[config.mk]
export PLATFORM = sky130hd
export DESIGN_NAME = reg_file
export DESIGN_NICKNAME = d
export VERILOG_FILES = /design/src/rtl/regfile_pkg.sv /design/src/rtl/regfile_wr_arb.sv /design/src/rtl/reg_file.sv
export SDC_FILE = /design/constraint.sdc
export NUM_CORES = 1
export LEC_CHECK = 0
export BUFFER_PORTS_ARGS = -buffer_cell sky130_fd_sc_hd__buf_2
export CAP_MARGIN = 10
export CORE_ASPECT_RATIO = 0.5
export CORE_MARGIN = 4
export CORE_UTILIZATION = 58
export DETAILED_ROUTE_END_ITERATION = 8
export HOLD_SLACK_MARGIN = 0.12
export MAX_ROUTING_LAYER = met4
export PLACE_DENSITY_LB_ADDON = 0.05
export SETUP_SLACK_MARGIN = 0.02
export SLEW_MARGIN = 30
export SYNTH_ARGS = -nofsm -noshare
export SYNTH_HDL_FRONTEND = slang
export SYNTH_SLANG_ARGS = --single-unit
[constraint.sdc]
create_clock -name clk -period 3.3 [get_ports clk]
set_clock_uncertainty 0.15 [all_clocks]
set_input_delay 0.33 -clock clk [delete_from_list [all_inputs] [get_ports clk]]
set_output_delay 0.33 -clock clk [all_outputs]
set_load 0.1 [all_outputs]
[src/rtl/regfile_pkg.sv]
// Shared types for the register file: geometry, address/data types and the
// one-entry pending-load buffer record.
package regfile_pkg;

   localparam int NREGS = 8;
   localparam int DW    = 8;
   localparam int AW    = $clog2(NREGS);

   typedef logic [AW-1:0] reg_addr_t;
   typedef logic [DW-1:0] reg_data_t;

   typedef struct packed {
      logic      valid;
      reg_addr_t addr;
      reg_data_t data;
   } pend_entry_t;

endpackage : regfile_pkg

[src/rtl/regfile_wr_arb.sv]
// Write arbiter for reg_file. Picks the single write that commits this cycle
// (ALU result, then pending load, then a fresh load) and computes the next
// pending-buffer contents, including the drops caused by younger ALU writes.
module regfile_wr_arb
   import regfile_pkg::*;
(
   input  logic          alu_we_i,
   input  logic [AW-1:0] alu_waddr_i,
   input  logic [DW-1:0] alu_wdata_i,
   input  logic          ld_we_i,
   input  logic [AW-1:0] ld_waddr_i,
   input  logic [DW-1:0] ld_wdata_i,
   input  pend_entry_t   pend_q_i,
   output logic          wr_en_o,
   output logic [AW-1:0] wr_addr_o,
   output logic [DW-1:0] wr_data_o,
   output pend_entry_t   pend_d_o
);

   logic ld_accept;

   // A load is only accepted while the pending buffer is empty.
   assign ld_accept = ld_we_i & ~pend_q_i.valid;

   // Select the committing write and the next pending entry.
   always_comb begin
      // NOTE: every output gets a default first so no path leaves a value
      // unassigned; otherwise synthesis infers a latch to hold it.
      wr_en_o   = 1'b0;
      wr_addr_o = '0;
      wr_data_o = '0;
      pend_d_o  = pend_q_i;

      if (alu_we_i) begin
         wr_en_o   = 1'b1;
         wr_addr_o = alu_waddr_i;
         wr_data_o = alu_wdata_i;
         if (pend_q_i.valid && (pend_q_i.addr == alu_waddr_i)) begin
            // The ALU result is younger than the deferred load: discard it.
            pend_d_o.valid = 1'b0;
         end else if (ld_accept && (ld_waddr_i != alu_waddr_i)) begin
            // Port busy with the ALU: defer the load by one entry.
            pend_d_o = '{valid: 1'b1, addr: ld_waddr_i, data: ld_wdata_i};
         end
         // A same-address accepted load is simply dropped.
      end else if (pend_q_i.valid) begin
         wr_en_o        = 1'b1;
         wr_addr_o      = pend_q_i.addr;
         wr_data_o      = pend_q_i.data;
         pend_d_o.valid = 1'b0;
      end else if (ld_accept) begin
         wr_en_o   = 1'b1;
         wr_addr_o = ld_waddr_i;
         wr_data_o = ld_wdata_i;
      end
   end

endmodule : regfile_wr_arb

[src/rtl/reg_file.sv]
// 8x8-bit register file feeding the ALU operands, with an ALU write-back
// port, a load write port backed by a one-entry pending buffer, and the
// architectural zero flag. Define REGFILE_BYPASS_EN to forward the write
// committing this cycle to the read ports.
module reg_file
   import regfile_pkg::*;
(
   input  logic          clk,
   input  logic          reset,
   input  logic [AW-1:0] rs_addr,
   input  logic [AW-1:0] rt_addr,
   output logic [DW-1:0] rs_data,
   output logic [DW-1:0] rt_data,
   input  logic          alu_we,
   input  logic [AW-1:0] alu_waddr,
   input  logic [DW-1:0] alu_wdata,
   input  logic          flag_we,
   input  logic          zero_in,
   output logic          zero_flag,
   input  logic          ld_we,
   input  logic [AW-1:0] ld_waddr,
   input  logic [DW-1:0] ld_wdata,
   output logic          ld_ready,
   output logic          pend_valid
);

   reg_data_t   mem_q [NREGS];
   logic        flag_q;
   pend_entry_t pend_q;
   pend_entry_t pend_d;

   logic        wr_en;
   reg_addr_t   wr_addr;
   reg_data_t   wr_data;

   regfile_wr_arb u_wr_arb (
      .alu_we_i    (alu_we),
      .alu_waddr_i (alu_waddr),
      .alu_wdata_i (alu_wdata),
      .ld_we_i     (ld_we),
      .ld_waddr_i  (ld_waddr),
      .ld_wdata_i  (ld_wdata),
      .pend_q_i    (pend_q),
      .wr_en_o     (wr_en),
      .wr_addr_o   (wr_addr),
      .wr_data_o   (wr_data),
      .pend_d_o    (pend_d)
   );

   // Register array: cleared on reset, one write per cycle from the arbiter.
   always_ff @(posedge clk or posedge reset) begin
      if (reset) begin
         // NOTE: the array is reset because software relies on every register
         // reading 0 after reset; a RAM macro without reset would not fit here.
         for (int i = 0; i < NREGS; i++) begin
            mem_q[i] <= '0;
         end
      end else if (wr_en) begin
         // NOTE: non-blocking assignment so every flop samples pre-edge values.
         mem_q[wr_addr] <= wr_data;
      end
   end

   // Pending-load buffer; an async reset loses any deferred load.
   always_ff @(posedge clk or posedge reset) begin
      if (reset) begin
         pend_q <= '0;
      end else begin
         pend_q <= pend_d;
      end
   end

   // Zero flag: captured only on flag_we, independent of register writes.
   always_ff @(posedge clk or posedge reset) begin
      if (reset) begin
         flag_q <= 1'b0;
      end else if (flag_we) begin
         flag_q <= zero_in;
      end
   end

   // Read muxes, optionally forwarding the write committing this cycle.
   always_comb begin
      rs_data = mem_q[rs_addr];
      rt_data = mem_q[rt_addr];
`ifdef REGFILE_BYPASS_EN
      if (wr_en && (wr_addr == rs_addr)) rs_data = wr_data;
      if (wr_en && (wr_addr == rt_addr)) rt_data = wr_data;
`endif
   end

   assign zero_flag  = flag_q;
   assign pend_valid = pend_q.valid;
   assign ld_ready   = ~pend_q.valid;

   // A load presented while the buffer is full is a protocol violation.
   ld_protocol_a : assert property (@(posedge clk) disable iff (reset)
                                    !(ld_we && pend_q.valid));

endmodule : reg_file

==> qor.csv <==
metric,value,unit
drive_gt1_frac,0.578,
syn-instance-count,288,
avgSynthCellArea,14.9,um2
ctsResizeCount,0,
synth_top_area_cell,dfrtp_1,
wire_per_inst,21.4,um
overflow,0,
finalCritPeriodShare,0.747,
status,finished clean,
fin_nets,380,
antenna_cells,0,
ys_ff_latch,77,
clk_pin_slew,60,ps
antenna_found_initial,0,
cts-root-buf,clkbuf_16,
grt_max_degree,41,
slew_headroom,0.444,
cts_sinks,77,
synth_fp_nets,322,
worst_slew_pin_slew,828,ps
post-cts-setup-buffers,0,
min_path_type,input pin to flop,
cts_tree,yes,
end_kind,flop,
path_max_fanout,20,
post_drt_via_cell_ratio,6.19,
drv_cap,0,
num_vias,2742,
h-tree-depth,3,
place.gp.congestion,0.832,
finalCriticalPeriod,2460,ps
wl,9500,um
drv_slew,0,
ant_nets,0,
die_h,68.8,um
power_density,907,nW/um2
dieArea,8920,um2
maxUsedRoutingLayer,met4,
synth.area.top_cells,"dfrtp_1 45%, mux2_2 23%, mux4_2 17%",
crit_arrival,2530,ps
timing.fmax,406,MHz
final_core_util,0.720,
ir_worst_vdd,0.360,mV
ys_seq_area_frac,0.449,
pin_count,53,
rows,21,
cts_made_buffers,9,
drt_pass1_iterations,4,
grt_first_pass_wirelength,15200,um
yosys_warnings,0,
rsz0062_at_grt,false,
grt_use_total,0.240,
start_util,0.618,
async_flop_share,1.00,
portBuffers,52,
wl_met1,4570,um
synth_enable_flop_cells,0,
routed-wl-met3,660,um
cts-hold-fix-buffers,12,
syn2layout_area_growth,16.5,%
worstSetupPathType,flop to flop,
fp.coreArea,6940,um2
synthDistinctLibCells,34,
synthFlopType,dfrtp_1,
p_leak,2.16,nW
setup_viol,0,
drtIter0Drc,178,
timing.final.hold_violations,0,
wl_met2,4220,um
grt_pass1_vias,2760,
cts_buffer_depth,2,
clk-insertion-delay-late,330,ps
dpl.hpwl,6350,um
drc_errors,0,
syn_area,4290,um2
cp-start-kind,flop,
finalSetupTns,0,ps
cp_data_required_time,3370,ps
die_x,130,um
yosysTopAreaCellShare,0.449,
## kinds of logic (layout without fill, tap and decap cells)
| family | Yosys count | in the layout | synth area share |
|---|---|---|---|
| AOI/OAI and AO/OA | 27 | 27 | 0.0455 |
| buffers and inverters | 22 | 85 | 0.0260 |
| DFF | 77 | 77 | 0.449 |
| muxes | 124 | 124 | 0.410 |
| xor gates and xnor gates | 6 | 6 | 0.0123 |
| and+or+nand+nor | 32 | 32 | 0.0572 |
## worst paths after layout
check	cells past startpoint	from	to	slack, ps
worst max-delay path	4	pend_valid	mem_q[25]	840
worst min-delay path	2	ld_waddr[0]	pend_q[8]	160
worst max register to register	4	pend_valid	mem_q[25]	840
worst min register to register	1	pend_q[5]	pend_q[5]	350
max in group asynchronous	4	reset	mem_q[48]	1750
min in group asynchronous	3	reset	pend_q[3]	560
## routing by layer
| layer | global-route usage | vias to the layer above |
|---|---|---|
| li1 | - | 1224 |
| met1 | 0.335 | 1420 |
| met2 | 0.359 | 91 |
| met3 | 0.0700 | 7 |
| met4 | 0.0453 | 0 |
| met5 | - | - |
## power by group
group	total (mW)	internal [mW]	switching [mW]
logic	1.97	0.789	1.18
registers	1.63	1.34	0.289
clock network	0.936	0.550	0.386
total	4.53	2.67	1.85
## sequential cells by signal, indices dropped and copies added, names as in the netlist
register,flops
mem_q,64
pend_valid,1
zero_flag,1
pend_q,11
## layout by cell type (no fill, tap or decap), types with 2 or more instances in the layout
cell type,count
mux2_2,87
dfrtp_1,77
buf_2,52
mux4_2,32
dlygate4sd3_1,12
nand2_1,9
clkbuf_16,9
o21ai_1,8
a31oi_1,7
mux2_1,5
a21oi_1,4
and2_0,4
nor3_4,4
and2_1,3
nor2b_1,3
xor2_1,3
nand3_2,3
xnor2_1,3
inv_2,2
inv_1,2
nand3b_1,2
a22oi_2,2
clkinvlp_4,2
clkinv_2,2
clkbuf_8,2
## metrics by stage
stage                     area (um2)  hold slack [ps]  cells  worst slack (ps)  power (mW)
final                           4990              157    443               836        4.53
after global routing            4990              154    443               736        4.74
after floorplan                 4290              320    288               721        3.26
after CTS                       4990              148    443               865        4.55
after detailed placement        4590              338    415               890        3.60
after global placement          4590              333    415               891        3.52
## synthesized netlist by cell type, types with 4 or more instances
cell,n
and2_0,4
mux2_2,87
o21ai_1,8
buf_2,8
a21oi_1,4
dfrtp_1,77
mux2_1,5
mux4_2,32
nor3_4,4
a31oi_1,7
nand2_1,9
buf_1,4
## worst max-delay path, cell delays in order (launching register included)
cell,delay (ps)
dfrtp_1,700
a21oi_1,180
a22o_1,330
nor3_4,570
mux2_2,400
## layout make-up
type	instances	area [um2]
Multi-Input combinational cell	189	2250
Fill cell	450	1940
Sequential cell	77	1930
Timing Repair Buffer	65	400
Clock buffer	11	253
Tap cell	92	115
Clock inverter	5	33.8
Inverter	4	15.0
(Power assumes the default switching activity.)
